## src/rtl/spi_slave_pkg.sv

```systemverilog
// Shared constants and types for the SPI target peripheral:
// register offsets, STATUS layout and FSM state encoding.
package spi_slave_pkg;

    localparam int unsigned ADDR_W = 8;
    localparam int unsigned DATA_W = 32;
    localparam int unsigned BYTE_W = 8;
    localparam int unsigned FRAME_W = 16;

    localparam logic [ADDR_W-1:0] REG_CTRL   = 8'h00;
    localparam logic [ADDR_W-1:0] REG_DUMMY  = 8'h04;
    localparam logic [ADDR_W-1:0] REG_STATUS = 8'h08;
    localparam logic [ADDR_W-1:0] REG_TX     = 8'h0C;
    localparam logic [ADDR_W-1:0] REG_RX     = 8'h10;
    localparam logic [ADDR_W-1:0] REG_FRAMES = 8'h14;

    localparam int unsigned CTRL_ENABLE    = 0;
    localparam int unsigned CTRL_RX_IRQ_EN = 1;

    localparam int unsigned STAT_TX_EMPTY = 0;
    localparam int unsigned STAT_TX_FULL  = 1;
    localparam int unsigned STAT_RX_EMPTY = 2;
    localparam int unsigned STAT_RX_FULL  = 3;
    localparam int unsigned STAT_SELECTED = 4;
    localparam int unsigned STAT_OVERRUN  = 5;
    localparam int unsigned STAT_UNDERRUN = 6;
    localparam int unsigned STAT_W        = 7;

    // STATUS payload, MSB first to match the bit indices above
    typedef struct packed {
        logic underrun;
        logic overrun;
        logic selected;
        logic rx_full;
        logic rx_empty;
        logic tx_full;
        logic tx_empty;
    } status_t;

    typedef enum logic {
        ST_IDLE  = 1'b0,
        ST_SHIFT = 1'b1
    } state_e;

endpackage

```

## src/rtl/fifo.sv

```systemverilog
// Synchronous first-word-fall-through FIFO; dout is valid whenever !empty.
// Pushes while full and pops while empty are ignored.
module fifo #(
    parameter int unsigned DATA_WIDTH = 8,
    parameter int unsigned DEPTH      = 8
) (
    input  logic                  clk,
    input  logic                  rst_n,
    input  logic                  wr_en,
    input  logic [DATA_WIDTH-1:0] din,
    input  logic                  rd_en,
    output logic [DATA_WIDTH-1:0] dout,
    output logic                  full,
    output logic                  empty
);

    localparam int unsigned AW = (DEPTH > 1) ? $clog2(DEPTH) : 1;
    localparam int unsigned CW = $clog2(DEPTH + 1);

    logic [DATA_WIDTH-1:0] mem_q [DEPTH];
    logic [AW-1:0]         wr_ptr_q, wr_ptr_d;
    logic [AW-1:0]         rd_ptr_q, rd_ptr_d;
    logic [CW-1:0]         count_q, count_d;
    logic                  do_wr;
    logic                  do_rd;

    assign full  = (count_q == CW'(DEPTH));
    assign empty = (count_q == '0);
    assign dout  = mem_q[rd_ptr_q];
    assign do_wr = wr_en && !full;
    assign do_rd = rd_en && !empty;

    function automatic logic [AW-1:0] ptr_inc(input logic [AW-1:0] p);
        return (p == AW'(DEPTH - 1)) ? '0 : p + AW'(1);
    endfunction

    always_comb begin
        wr_ptr_d = wr_ptr_q;
        rd_ptr_d = rd_ptr_q;
        count_d  = count_q + CW'(do_wr) - CW'(do_rd);
        if (do_wr) wr_ptr_d = ptr_inc(wr_ptr_q);
        if (do_rd) rd_ptr_d = ptr_inc(rd_ptr_q);
    end

    always_ff @(posedge clk or negedge rst_n) begin
        if (!rst_n) begin
            wr_ptr_q <= '0;
            rd_ptr_q <= '0;
            count_q  <= '0;
        end else begin
            wr_ptr_q <= wr_ptr_d;
            rd_ptr_q <= rd_ptr_d;
            count_q  <= count_d;
        end
    end

    // Storage carries no reset; contents are qualified by count_q
    always_ff @(posedge clk) begin
        if (do_wr) mem_q[wr_ptr_q] <= din;
    end

endmodule

```

## src/rtl/spi_slave_sync.sv

```systemverilog
// Two-flop synchronizer for an asynchronous SPI pin plus a history flop
// giving single-cycle rise/fall pulses on the synchronized level.
module spi_slave_sync (
    input  logic clk,
    input  logic rst_n,
    input  logic din,
    output logic dout,
    output logic rise_c,
    output logic fall_c
);

    logic meta_q, meta_d;
    logic sync_q, sync_d;
    logic hist_q, hist_d;

    always_comb begin
        meta_d = din;
        sync_d = meta_q;
        hist_d = sync_q;
    end

    // Reset to 0 so a pin already low at reset release never looks like a fall
    always_ff @(posedge clk or negedge rst_n) begin
        if (!rst_n) begin
            meta_q <= 1'b0;
            sync_q <= 1'b0;
            hist_q <= 1'b0;
        end else begin
            meta_q <= meta_d;
            sync_q <= sync_d;
            hist_q <= hist_d;
        end
    end

    assign dout   = sync_q;
    assign rise_c = sync_q & ~hist_q;
    assign fall_c = ~sync_q & hist_q;

endmodule

```

## src/rtl/spi_slave.sv

```systemverilog
// Memory-mapped SPI target, mode 0, MSB first. Oversamples SCLK/MOSI/CS
// with clk and buffers bytes in TX/RX FIFOs behind a small register file.
module spi_slave
    import spi_slave_pkg::*;
#(
    parameter int unsigned FIFO_TX_DEPTH = 8,
    parameter int unsigned FIFO_RX_DEPTH = 8
) (
    input  logic              clk,
    input  logic              rst_n,
    input  logic [ADDR_W-1:0] address,
    input  logic [DATA_W-1:0] write_data,
    output logic [DATA_W-1:0] read_data,
    input  logic              we,
    input  logic              re,
    input  logic              spi_clk,
    input  logic              spi_mosi,
    input  logic              spi_cs,
    output logic              spi_miso,
    output logic              spi_miso_oe,
    output logic              irq
);

    state_e               state_q, state_d;
    logic [2:0]           bit_cnt_q, bit_cnt_d;
    logic [BYTE_W-1:0]    shreg_q, shreg_d;
    logic [BYTE_W-1:0]    rx_shift_q, rx_shift_d;
    logic [BYTE_W-1:0]    tx_next_q, tx_next_d;
    logic                 reload_q, reload_d;
    logic                 miso_q, miso_d;
    logic                 miso_oe_q, miso_oe_d;
    logic                 enable_q, enable_d;
    logic                 rx_irq_en_q, rx_irq_en_d;
    logic [BYTE_W-1:0]    dummy_q, dummy_d;
    logic                 underrun_q, underrun_d;
    logic                 overrun_q, overrun_d;
    logic [FRAME_W-1:0]   frames_q, frames_d;
    logic                 mosi_meta_q, mosi_meta_d;
    logic                 mosi_s_q, mosi_s_d;

    logic                 sclk_rise, sclk_fall, sclk_lvl_unused;
    logic                 cs_s, cs_rise, cs_fall;
    logic                 tx_empty, tx_full, tx_push, tx_pop;
    logic [BYTE_W-1:0]    tx_dout;
    logic                 rx_empty, rx_full, rx_push, rx_pop;
    logic [BYTE_W-1:0]    rx_dout, rx_byte, fetch_byte;
    logic                 ctrl_wr, status_wr, disable_wr;
    status_t              status;
    logic                 wdata_unused;

    spi_slave_sync u_sync_sclk (
        .clk    (clk),
        .rst_n  (rst_n),
        .din    (spi_clk),
        .dout   (sclk_lvl_unused),
        .rise_c (sclk_rise),
        .fall_c (sclk_fall)
    );

    spi_slave_sync u_sync_cs (
        .clk    (clk),
        .rst_n  (rst_n),
        .din    (spi_cs),
        .dout   (cs_s),
        .rise_c (cs_rise),
        .fall_c (cs_fall)
    );

    fifo #(.DATA_WIDTH(BYTE_W), .DEPTH(FIFO_TX_DEPTH)) u_tx_fifo (
        .clk   (clk),
        .rst_n (rst_n),
        .wr_en (tx_push),
        .din   (write_data[BYTE_W-1:0]),
        .rd_en (tx_pop),
        .dout  (tx_dout),
        .full  (tx_full),
        .empty (tx_empty)
    );

    fifo #(.DATA_WIDTH(BYTE_W), .DEPTH(FIFO_RX_DEPTH)) u_rx_fifo (
        .clk   (clk),
        .rst_n (rst_n),
        .wr_en (rx_push),
        .din   (rx_byte),
        .rd_en (rx_pop),
        .dout  (rx_dout),
        .full  (rx_full),
        .empty (rx_empty)
    );

    assign ctrl_wr      = we && (address == REG_CTRL);
    assign status_wr    = we && (address == REG_STATUS);
    assign disable_wr   = ctrl_wr && !write_data[CTRL_ENABLE];
    assign tx_push      = we && (address == REG_TX);
    assign rx_pop       = re && (address == REG_RX);
    assign rx_byte      = {rx_shift_q[BYTE_W-2:0], mosi_s_q};
    assign fetch_byte   = tx_empty ? dummy_q : tx_dout;
    assign wdata_unused = ^write_data[DATA_W-1:BYTE_W];

    // Register writes first, then FSM, so sticky set events override W1C
    always_comb begin
        state_d     = state_q;
        bit_cnt_d   = bit_cnt_q;
        shreg_d     = shreg_q;
        rx_shift_d  = rx_shift_q;
        tx_next_d   = tx_next_q;
        reload_d    = reload_q;
        miso_d      = miso_q;
        miso_oe_d   = miso_oe_q;
        enable_d    = enable_q;
        rx_irq_en_d = rx_irq_en_q;
        dummy_d     = dummy_q;
        underrun_d  = underrun_q;
        overrun_d   = overrun_q;
        frames_d    = frames_q;
        mosi_meta_d = spi_mosi;
        mosi_s_d    = mosi_meta_q;
        tx_pop      = 1'b0;
        rx_push     = 1'b0;

        if (we) begin
            case (address)
                REG_CTRL: begin
                    enable_d    = write_data[CTRL_ENABLE];
                    rx_irq_en_d = write_data[CTRL_RX_IRQ_EN];
                end
                REG_DUMMY:  dummy_d  = write_data[BYTE_W-1:0];
                REG_FRAMES: frames_d = '0;
                default: ;
            endcase
        end
        if (status_wr && write_data[STAT_UNDERRUN]) underrun_d = 1'b0;
        if (status_wr && write_data[STAT_OVERRUN])  overrun_d  = 1'b0;

        unique case (state_q)
            ST_IDLE: begin
                if (cs_fall && enable_q && !disable_wr) begin
                    state_d    = ST_SHIFT;
                    bit_cnt_d  = '0;
                    rx_shift_d = '0;
                    reload_d   = 1'b0;
                    shreg_d    = fetch_byte;
                    miso_d     = fetch_byte[BYTE_W-1];
                    miso_oe_d  = 1'b1;
                    tx_pop     = !tx_empty;
                    if (tx_empty) underrun_d = 1'b1;
                end
            end
            ST_SHIFT: begin
                if (cs_rise || disable_wr) begin
                    state_d   = ST_IDLE;
                    bit_cnt_d = '0;
                    reload_d  = 1'b0;
                    miso_d    = 1'b0;
                    miso_oe_d = 1'b0;
                end else if (sclk_rise) begin
                    rx_shift_d = rx_byte;
                    bit_cnt_d  = bit_cnt_q + 3'd1;
                    // Eighth bit: byte complete, prefetch the next TX byte
                    if (bit_cnt_q == 3'd7) begin
                        rx_push   = 1'b1;
                        frames_d  = frames_d + FRAME_W'(1);
                        tx_next_d = fetch_byte;
                        reload_d  = 1'b1;
                        tx_pop    = !tx_empty;
                        if (rx_full)  overrun_d  = 1'b1;
                        if (tx_empty) underrun_d = 1'b1;
                    end
                end else if (sclk_fall) begin
                    if (reload_q) begin
                        shreg_d  = tx_next_q;
                        reload_d = 1'b0;
                    end else begin
                        shreg_d = {shreg_q[BYTE_W-2:0], 1'b0};
                    end
                    miso_d = shreg_d[BYTE_W-1];
                end
            end
            default: state_d = ST_IDLE;
        endcase
    end

    always_ff @(posedge clk or negedge rst_n) begin
        if (!rst_n) begin
            state_q     <= ST_IDLE;
            bit_cnt_q   <= '0;
            shreg_q     <= '0;
            rx_shift_q  <= '0;
            tx_next_q   <= '0;
            reload_q    <= 1'b0;
            miso_q      <= 1'b0;
            miso_oe_q   <= 1'b0;
            enable_q    <= 1'b1;
            rx_irq_en_q <= 1'b0;
            dummy_q     <= 8'hFF;
            underrun_q  <= 1'b0;
            overrun_q   <= 1'b0;
            frames_q    <= '0;
            mosi_meta_q <= 1'b0;
            mosi_s_q    <= 1'b0;
        end else begin
            state_q     <= state_d;
            bit_cnt_q   <= bit_cnt_d;
            shreg_q     <= shreg_d;
            rx_shift_q  <= rx_shift_d;
            tx_next_q   <= tx_next_d;
            reload_q    <= reload_d;
            miso_q      <= miso_d;
            miso_oe_q   <= miso_oe_d;
            enable_q    <= enable_d;
            rx_irq_en_q <= rx_irq_en_d;
            dummy_q     <= dummy_d;
            underrun_q  <= underrun_d;
            overrun_q   <= overrun_d;
            frames_q    <= frames_d;
            mosi_meta_q <= mosi_meta_d;
            mosi_s_q    <= mosi_s_d;
        end
    end

    always_comb begin
        status          = '0;
        status.underrun = underrun_q;
        status.overrun  = overrun_q;
        status.selected = !cs_s && enable_q;
        status.rx_full  = rx_full;
        status.rx_empty = rx_empty;
        status.tx_full  = tx_full;
        status.tx_empty = tx_empty;
    end

    // Bus read mux; unmapped and write-only offsets read as zero
    always_comb begin
        read_data = '0;
        case (address)
            REG_CTRL:   read_data = {30'd0, rx_irq_en_q, enable_q};
            REG_DUMMY:  read_data = {24'd0, dummy_q};
            REG_STATUS: read_data = {(DATA_W - STAT_W)'(0), status};
            REG_RX:     read_data = {24'd0, rx_dout};
            REG_FRAMES: read_data = {16'd0, frames_q};
            default:    read_data = '0;
        endcase
    end

    assign spi_miso    = miso_q;
    assign spi_miso_oe = miso_oe_q;
    assign irq         = rx_irq_en_q & ~rx_empty;

endmodule

```

## config.mk

```make
export PLATFORM = sky130hd
export DESIGN_NAME = spi_slave
export DESIGN_NICKNAME = d
export VERILOG_FILES = /design/src/rtl/spi_slave_pkg.sv /design/src/rtl/fifo.sv /design/src/rtl/spi_slave_sync.sv /design/src/rtl/spi_slave.sv
export SDC_FILE = /design/constraint.sdc
export NUM_CORES = 1
export LEC_CHECK = 0
export ABC_CLOCK_PERIOD_IN_PS = 4690
export CAP_MARGIN = 10
export CORE_UTILIZATION = 45
export DETAILED_ROUTE_END_ITERATION = 12
export PLACE_DENSITY = 0.73
export SLEW_MARGIN = 20
export SYNTH_ARGS = -nofsm -noshare
export SYNTH_HDL_FRONTEND = slang
export SYNTH_SLANG_ARGS = --single-unit
```

## constraint.sdc

```tcl
create_clock -name clk -period 4.69 [get_ports clk]
set_input_delay 0.938 -clock clk [delete_from_list [all_inputs] [get_ports clk]]
set_output_delay 0.938 -clock clk [all_outputs]
set_load 0.005 [all_outputs]
```

==> results.cfg <==
[final_layout]
share_of_final_layout_standard_cells_stronger_than_drive_strength_1_pct = 17.2
design.final.nets = 795
antenna-diode-count = 0
layout_area_overhead_pct = 14.7

[placed_design]
place.gp.congestion = 0.816
io_buf_count = 41
dp_hpwl_mm = 13.2

[clocking]
cts-resized-gates = 0
clock-root-buffer = clkbuf_16
clock_tree_from_tritoncts = done
clk-insertion-delay-late_ns = 0.50
worst_setup_hold_path_clk_slew_ns = 0.06
clock_path_buffers = 3
numCtsBuffers = 22
cts-htree-levels = 1
cts.repair_timing.setup_buffer_count = 0
tritoncts_num_sinks = 213
holdBufCountCts = 0

[detailed_routing]
antenna_nets_post_route = 0
route.final.wire_length_mm = 19.1
drtIter0Drc = 419
routed_via_count = 5621
drt_first_pass_iters = 7
post-route-drc-count = 0
detail_route.wl_per_cell_um = 18.9
avgViaCountPerCell = 5.57

[floorplan]
die_outline_area_um2 = 21700
io_pins = 82
fp.dieW_um = 147
core-area_um2 = 20500
fp-row-count = 52
die_height_um = 147
initial_core_util_pct = 46.5

[min_path]
worst_hold_path_type = flop to flop

[yosys]
cell_area_after_synthesis_um2 = 9520
synthesis.instances = 664
ys_types = 62
ys_warn_count = 0
synth.ff_latch_count = 213
synth_enable_flop_cells = 128
synth.yosys.seq_area_share_pct = 62.8
asyncSetResetFlopFracSynth_pct = 39.9
postSynthAreaPerCell_um2 = 14.3
postSynth.topFlopCell = edfxtp_1

[global_routing]
grt_max_degree = 56
grt_pass1_vias = 5673
grt_pass1_wl_mm = 30.6
grt.total_usage_pct = 18.1
grt_antenna_before_repair = 0
grt_overflow = 0

[timing]
timing_hold_violations_final = 0
final.setup_skew_ns = 0.0206
final.min_clock_period_ns = 4.34
final_max_slew_viol_count = 0
whs_ns = 0.359
timing_worst_slew_pin_value_ns = 0.916
max_freq_mhz = 231
fin_setup_tns_ns = 0
setup_viol = 0
grt_setup_unrepaired = no
final.period_utilization_pct = 92.4
relSlewSlack_pct = 38.7

[pwr]
vdd.ir_drop.worst_uv = 358
total_leakage_power_nw = 4.15
powerDensity_nw_per_um2 = 397

[worst_setup_path]
type_of_origin_of_the_critical_path = primary input
worstPathMaxFanout = 5
critical_path_arrival_ns = 3.40
cp_data_required_time_ns = 3.75
criticalPathCategory = primary input to primary output
worst_setup_path_end_kind = primary output

[job]
cap_violations = 0

[outcome]
outcome = finished clean
## worst max-delay path, stage by stage
cell and delay [ns]:
clkdlybuf4s50_1 0.57, or3b_2 0.53, nor2_1 0.24, and2_1 0.26, a221oi_1 0.13, o21ai_0 0.16, clkdlybuf4s50_1 0.57
## through the flow
step | area, um^2 | instances | setup slack (ns) | util [%] | total power, mW
finish | 10900 | 1009 | 0.355 | 53.3 | 4.34
floorplan | 9580 | 679 | 1.59 | - | 2.58
detailed placement | 10200 | 969 | 0.373 | 49.9 | 2.73
global placement | 10200 | 969 | 0.402 | 49.9 | 2.70
global route | 10900 | 1009 | 0.257 | 53.3 | 4.52
CTS | 10900 | 1009 | 0.377 | 53.3 | 4.38
## layout by cell type, fill, tap and decap left out, types with 4 or more instances in the layout
cell type and instances:
ha_1 23, inv_1 20, xor2_1 5, dfrtp_1 76, and3_1 7, a22o_1 10
and2_1 13, conb_1 16, nor3_1 18, a21oi_1 11, nor4_1 6, xnor2_1 10
mux4_2 31, a21o_1 4, dfstp_2 9, mux2i_1 25, o21ai_0 23, mux2_1 5
clkbuf_16 24, nand2b_1 9, o21ai_1 10, a211o_1 6, edfxtp_1 128, nand3b_1 4
clkdlybuf4s50_1 40, nor2b_1 5, buf_4 25, clkbuf_1 6, nand2_1 44, nand4_1 4
nor2_1 42, nand3_1 9, mux2_2 19, clkinv_2 4
## layout make-up
cell class,instances,area (um^2)
Inverter,21,78.8
Fill cell,1670,9570
Clock inverter,8,46.3
Clock buffer,32,651
Sequential cell,213,5980
Tap cell,270,338
Timing Repair Buffer,65,588
Multi-Input combinational cell,400,3240
## logic make-up after synthesis
group	Yosys count	share of synthesized area (%)
flip-flops	213	62.8
AND/OR/NAND/NOR	182	10.2
AO/OA/AOI/OAI	82	5.60
multiplexers	80	12.8
buffers and inverters	66	3.72
adder cells (fa/ha/maj)	25	3.44
XOR/XNOR	15	1.38
other	1	0.0394
## where the power goes
part           total, mW  switching [mW]  internal (mW)
sequential          2.16          0.0758           2.08
clock               1.65           0.682          0.967
combinational      0.536           0.284          0.252
total               4.34            1.04           3.30
## synth_stat cells, drive strengths merged, types with 4 or more instances
| master | count | area (um^2) |
|---|---|---|
| nor4 | 8 | 80.1 |
| ha | 23 | 288 |
| mux2 | 24 | 270 |
| a22o | 10 | 87.6 |
| a21o | 4 | 30.0 |
| nor2b | 5 | 31.3 |
| o21ai | 33 | 165 |
| xor2 | 5 | 43.8 |
| nand3 | 10 | 55.1 |
| a21oi | 11 | 55.1 |
| nand2 | 44 | 165 |
| clkbuf | 11 | 41.3 |
| and2 | 13 | 81.3 |
| and3 | 7 | 43.8 |
| a211o | 6 | 52.6 |
| xnor2 | 10 | 87.6 |
| nand4 | 6 | 50.0 |
| inv | 21 | 78.8 |
| buf | 34 | 234 |
| nor3 | 19 | 100 |
| mux2i | 25 | 250 |
| nand2b | 9 | 56.3 |
| mux4 | 31 | 698 |
| dfrtp | 76 | 1900 |
| nand3b | 4 | 30.0 |
| edfxtp | 128 | 3840 |
| dfstp | 9 | 236 |
| nor2 | 43 | 164 |
## registers in the layout (all words and copies together) (netlist names), 3 cells and up
signal	count
u_rx_fifo.wr_ptr_q	3
rx_shift_q	7
dummy_q	8
shreg_q	7
u_tx_fifo.wr_ptr_q	3
bit_cnt_q	3
u_tx_fifo.mem_q	64
u_tx_fifo.rd_ptr_q	3
u_rx_fifo.mem_q	64
u_rx_fifo.count_q	4
tx_next_q	8
u_tx_fifo.count_q	4
u_rx_fifo.rd_ptr_q	3
frames_q	16
## worst paths after layout
| check | slack, ns | to | cells after the start | start |
|---|---|---|---|---|
| min in group asynchronous | 0.50 | rx_shift_q[2]$_DFFE_PN0P_ | 1 | rst_n |
| min | 0.36 | u_sync_cs.dout$_DFF_PN0_ | 0 | u_sync_cs.meta_q$_DFF_PN0_ |
| max reg2reg | 1.60 | u_tx_fifo.count_q[3]$_DFF_PN0_ | 9 | state_q$_DFF_PN0_ |
| max in group asynchronous | 3.25 | dummy_q[6]$_DFFE_PN1P_ | 2 | rst_n |
| max | 0.35 | read_data[0] | 7 | address[3] |
| min reg2reg | 0.36 | u_sync_cs.dout$_DFF_PN0_ | 0 | u_sync_cs.meta_q$_DFF_PN0_ |
## layer usage
layer | up-vias | GRT usage [%] | part of all wire [%]
li1 | 2578 | - | -
met1 | 2814 | 24.2 | 41
met2 | 201 | 30.8 | 51
met3 | 28 | 2.62 | 6.2
met4 | 0 | 5.36 | 1.9
met5 | - | 0 | 0
(Power assumes the default switching activity.)
==> RTL change 1 (same flow settings) <==
One comparison of `count_q` changes from == to >=.
--- a/src/rtl/fifo.sv
+++ b/src/rtl/fifo.sv
@@ -26,3 +26,3 @@
 
-    assign full  = (count_q == CW'(DEPTH));
+    assign full  = (count_q >= CW'(DEPTH));
     assign empty = (count_q == '0);
Formal check against the unedited RTL: no difference found for any inputs over 4 cycles, from zero or initial values and one cycle with rst_n low; that may be too few to reach the edited logic, so the function may still have changed.
==> RTL change 1 against the unedited design <==
Routed wire length rose by 1.1%; sequential power increased by 3%; area after synthesis up 0.50%; setup slack improved by 0.13 ns; sequential cell count is the same; register-to-register slack gained 0.02 ns; final cell count increased by 1.4%; power decreased by 0.39%; critical path type unchanged; final area about the same; global-route usage is 0.32 points higher; combinational power is 21% lower.
==> RTL change 1: results (changes against the unedited design) <==
[synth]
seq_area_frac_synth_pct=62.51  ; -0.31 points
synth_mux_area_share_pct=11.79  ; -1.0 points
syn-mean-instance-area_um2=13.99  ; -2.4%
fraction_of_the_mapped_netlist_area_in_compound_gates_pct=6.695  ; +1.1 points
yosys.cell_types.count=58  ; -6.5%
synth.area.top_cells=sky130_fd_sc_hd__edfxtp_1 40%, sky130_fd_sc_hd__dfrtp_1 20%, sky130_fd_sc_hd__mux2i_1 4.5%
post_synth_xor_area_fraction_pct=1.739  ; +0.36 points
yosys.area_share.adder_pct=3.426  ; -0.017 points
synth_top_cells_by_count=128 x sky130_fd_sc_hd__edfxtp_1, 76 x sky130_fd_sc_hd__dfrtp_1, 51 x sky130_fd_sc_hd__nor2_1

[final_layout]
final_cells=1023  ; +1.4%
fillCellCount=1690  ; +1.2%
post_route_cells_drive_above_1_share_pct=15.27  ; -1.9 points
num-nets-final=809  ; +1.8%

[critical_path]
critical_path_arrival_ns=3.27  ; -0.13 ns
crit_fanout=8  ; +3
r2r.worst_path.cells=7  ; -2
timing.rr.end=u_rx_fifo.mem_q[1][4]
timing.critical_path.slowest_cell_delay_ns=0.59  ; +0.02 ns
r2r_slack_ns=1.62  ; +0.02 ns

[timing]
max_slew.worst_pin.slew_ns=0.8072  ; -0.1084 ns
timing.final.crit_share_pct=89.64  ; -2.8 points
skew_ns=0.007354  ; -0.01321 ns

[grt]
first_global_vias=5872  ; +3.5%
groute.layer.met2.usage_pct=31.63  ; +0.85 points
grt_max_degree=45  ; -20%
grtUsageTotal_pct=18.43  ; +0.32 points
groute.layer.met1.usage_pct=24.04  ; -0.17 points
grt_pass1_wl_mm=31.53  ; +3.1%

[cts]
tritoncts.num_buffers=23  ; +4.5%
post_cts_buffers=0  ; unchanged
max-clock-path-buffers=3  ; unchanged

[placed_design]
post-dp-hpwl_mm=13.43  ; +2.1%
placedCellCount=982  ; +1.3%
minimum_setup_slack_after_placement_ns=0.4895  ; +0.1160 ns
place.gp.congestion=0.8227  ; +0.77%
placed_cell_area_mm2=0.01024  ; +0.12%

[routing]
vias=5652  ; +0.55%
detailedRoute.firstIterationViolations=339  ; -19%
drt_first_pass_iters=5  ; -2
routed_wirelength_mm=19.27  ; +1.1%

[power_and_ir_drop]
share_clk_of_total_power_pct=38.6  ; +0.6 points
vdd_ir_drop_max_mv=0.3225  ; -10%
power.sequential.total_w=0.00223  ; +3%
p_sw_w=0.001024  ; -1.7%
cellPowerDensity_mw_per_mm2=395.7  ; -0.46%
total_leakage_power_nw=4.041  ; -2.6%

[hold_path]
hold_start=mosi_meta_q

[status]
outcome=finished clean

==> RTL change 1: worst min-delay path by stage <==
stage	endpoint	slack [ns]	cells after the start
after floorplan	mosi_s_q	0.33	0
after global placement	mosi_s_q	0.33	0
after detailed placement	mosi_s_q	0.34	0
after CTS	mosi_s_q	0.35	0
after global routing	mosi_s_q	0.36	0
final	mosi_s_q	0.35	0
==> RTL change 1: routing by layer <==
layer / wire length (µm) / vias up
met5: 0 / -
met4: 476 / 0
met3: 1005 / 38
met2: 9578 / 155
met1: 8211 / 2824
li1: - / 2635
==> RTL change 1: final cells by class <==
type	count	area, µm²	share of cell area [%]
flip-flops and latches	213	5982	54.71
clock buffers	34	626.9	5.734
repair buffers	62	565.5	5.173
well taps	270	337.8	3.090
inverters	17	63.81	0.5837
multi-input cells	420	3292	30.11
clock inverters	7	65.06	0.5951
==> RTL change 2 (config.mk and constraints unchanged) <==
Without the edit above. The parameter `FIFO_RX_DEPTH` goes from 8 to 4.
--- a/src/rtl/spi_slave.sv
+++ b/src/rtl/spi_slave.sv
@@ -6,3 +6,3 @@
     parameter int unsigned FIFO_TX_DEPTH = 8,
-    parameter int unsigned FIFO_RX_DEPTH = 8
+    parameter int unsigned FIFO_RX_DEPTH = 4
 ) (
Behaviour: no difference found for any inputs over 4 cycles, from zero or initial values and one cycle with rst_n low; that may be too few to reach the edited logic, so the function may still have changed.
==> RTL change 2 against the unedited design <==
Sequential cell count fell by 35; final area fell by 14%; routed wire length is 16% lower; hold slack worse by 0.010 ns; setup slack better by 0.21 ns; power shrank 6.0%; clock skew down 0.011 ns; die area decreased by 14%; critical path depth is 1 lower; first-iteration DRC count shrank 16%; area after synthesis decreased by 14%; highest routed layer unchanged.
==> RTL change 2: results (changes against the unedited design) <==
[routing]
dr_wl_met2_mm=8.403  ; -13%
drt_first_pass_iters=5  ; -2
drt_drc_violations_left=0  ; unchanged
ratio_of_routed_vias_to_standard_cells=5.599  ; +0.51%
detailedRoute.firstIterationViolations=351  ; -16%
route.met3.wl_um=696  ; -41%
wl_per_cell_um=17.95  ; -5.0%
drt-met1-wl_mm=6.663  ; -15%

[hold_path]
min-delay-path-class=register to register

[synth]
post_synth_xor_area_fraction_pct=1.820  ; +0.44 points
yosys.cell_types.count=60  ; -3.2%
edff_count_synth=96  ; -25%
fraction_of_the_mapped_netlist_area_in_compound_gates_pct=7.006  ; +1.4 points
synth_mux_area_share_pct=11.18  ; -1.6 points
seq_area_frac_synth_pct=60.47  ; -2.4 points
synth.area.top_cells=sky130_fd_sc_hd__edfxtp_1 35%, sky130_fd_sc_hd__dfrtp_1 22%, sky130_fd_sc_hd__mux2i_1 4.9%
ys.warnings.count=0  ; unchanged
synthArstFlopShare_pct=46.07  ; +6.2 points
yosys.area_share.adder_pct=3.549  ; +0.11 points
synth_top_cells_by_count=96 x sky130_fd_sc_hd__edfxtp_1, 73 x sky130_fd_sc_hd__dfrtp_1, 40 x sky130_fd_sc_hd__mux2i_1
dominantRegCellSynth=sky130_fd_sc_hd__edfxtp_1

[grt]
grt_pass1_wl_mm=25.84  ; -16%
grt_antenna_before_repair=0  ; unchanged
first_global_vias=5104  ; -10%
grt_max_degree=83  ; +48%
grtUsageTotal_pct=18.65  ; +0.54 points

[power_and_ir_drop]
vdd_ir_drop_max_mv=0.2671  ; -25%
total_leakage_power_nw=3.582  ; -14%

[timing]
skew_ns=0.009128  ; -0.01144 ns
timing.final.hold_violations=0  ; unchanged
maxSlewHeadroom_pct=29.04  ; -9.7 points

[critical_path]
critical_path.slowest_cell=sky130_fd_sc_hd__or4b_1
timing.critical_path.slowest_cell_delay_ns=0.69  ; +0.12 ns
critical_path_arrival_ns=3.19  ; -0.21 ns
crit_fanout=11  ; +6

[placed_design]
minimum_setup_slack_after_placement_ns=0.5341  ; +0.1607 ns
post-dp-hpwl_mm=11.27  ; -14%
place.gp.congestion=0.7975  ; -2.3%

[final_layout]
post_route_cells_drive_above_1_share_pct=13.71  ; -3.5 points
reg_top3=u_tx_fifo.mem_q (64), u_rx_fifo.mem_q (32), frames_q (16)
num-nets-final=727  ; -8.6%
num_antenna_cells=0  ; unchanged

[cts]
max-clock-path-buffers=2  ; -1
htreeDepth=4  ; +3
tritoncts.num_buffers=17  ; -23%
clock_latency_ns=0.43  ; -0.07 ns
post_cts_buffers=0  ; unchanged

[status]
outcome=finished clean

## RTL change 2: changes by cell type in the layout (fill, tap and decap cells not counted), sizes merged, moves of 12 or more
| cell | before | now |
|---|---|---|
| a22oi | 1 | 24 |
| and2 | 13 | 29 |
| buf | 25 | 10 |
| clkbuf | 32 | 18 |
| edfxtp | 128 | 96 |
| mux2i | 25 | 40 |
| mux4 | 31 | 10 |
| nor2 | 43 | 31 |
| nor3 | 19 | 7 |
## RTL change 2: layout make-up
cell class / instances / area (µm²)
Fill cell: 1439 / 8193
Sequential cell: 178 / 4946
Multi-Input combinational cell: 386 / 2913
Timing Repair Buffer: 50 / 479.2
Clock buffer: 18 / 429.2
Tap cell: 225 / 281.5
Clock inverter: 14 / 201.4
Inverter: 25 / 93.84
## RTL change 2: logic make-up after synthesis
family,count (synthesis)
xor gates and xnor gates,17
buffers and inverters,67
and+or+nand+nor,170
AOI/OAI and AO/OA,86
muxes,75
other,1
adders and majority gates,22
DFF,178
## RTL change 2: worst paths after layout
| path | cells past startpoint | slack [ns] | startpoint | to |
|---|---|---|---|---|
| max in group asynchronous | 1 | 3.61 | rst_n | frames_q[1] |
| max reg2reg | 11 | 2.00 | u_sync_cs.dout | u_tx_fifo.count_q[1] |
| min | 0 | 0.35 | u_sync_sclk.meta_q | u_sync_sclk.dout |
| min reg2reg | 0 | 0.35 | u_sync_sclk.meta_q | u_sync_sclk.dout |
| max | 6 | 0.56 | address[3] | read_data[9] |
| min in group asynchronous | 1 | 0.52 | rst_n | rx_shift_q[5] |
## RTL change 2: stage by stage
stage,cells,util (%),cell area [µm²]
after detailed placement,864,49.66,8710
after global placement,864,49.66,8710
after global routing,896,53.28,9344
after CTS,896,53.26,9340
final,896,53.28,9344
after floorplan,631,-,8235
## RTL change 2: layer usage
layer	up-vias	global-route usage, %
met2	147	31.73
met1	2530	22.91
met3	26	3.963
met4	0	8.059
li1	2314	-
met5	-	0
## RTL change 2: report_power, final
| part | switching, W | internal (W) | total (W) |
|---|---|---|---|
| clock | 0.000603 | 0.000899 | 0.00150 |
| combinational | 0.000347 | 0.000347 | 0.000694 |
| sequential | 0.000140 | 0.00174 | 0.00188 |
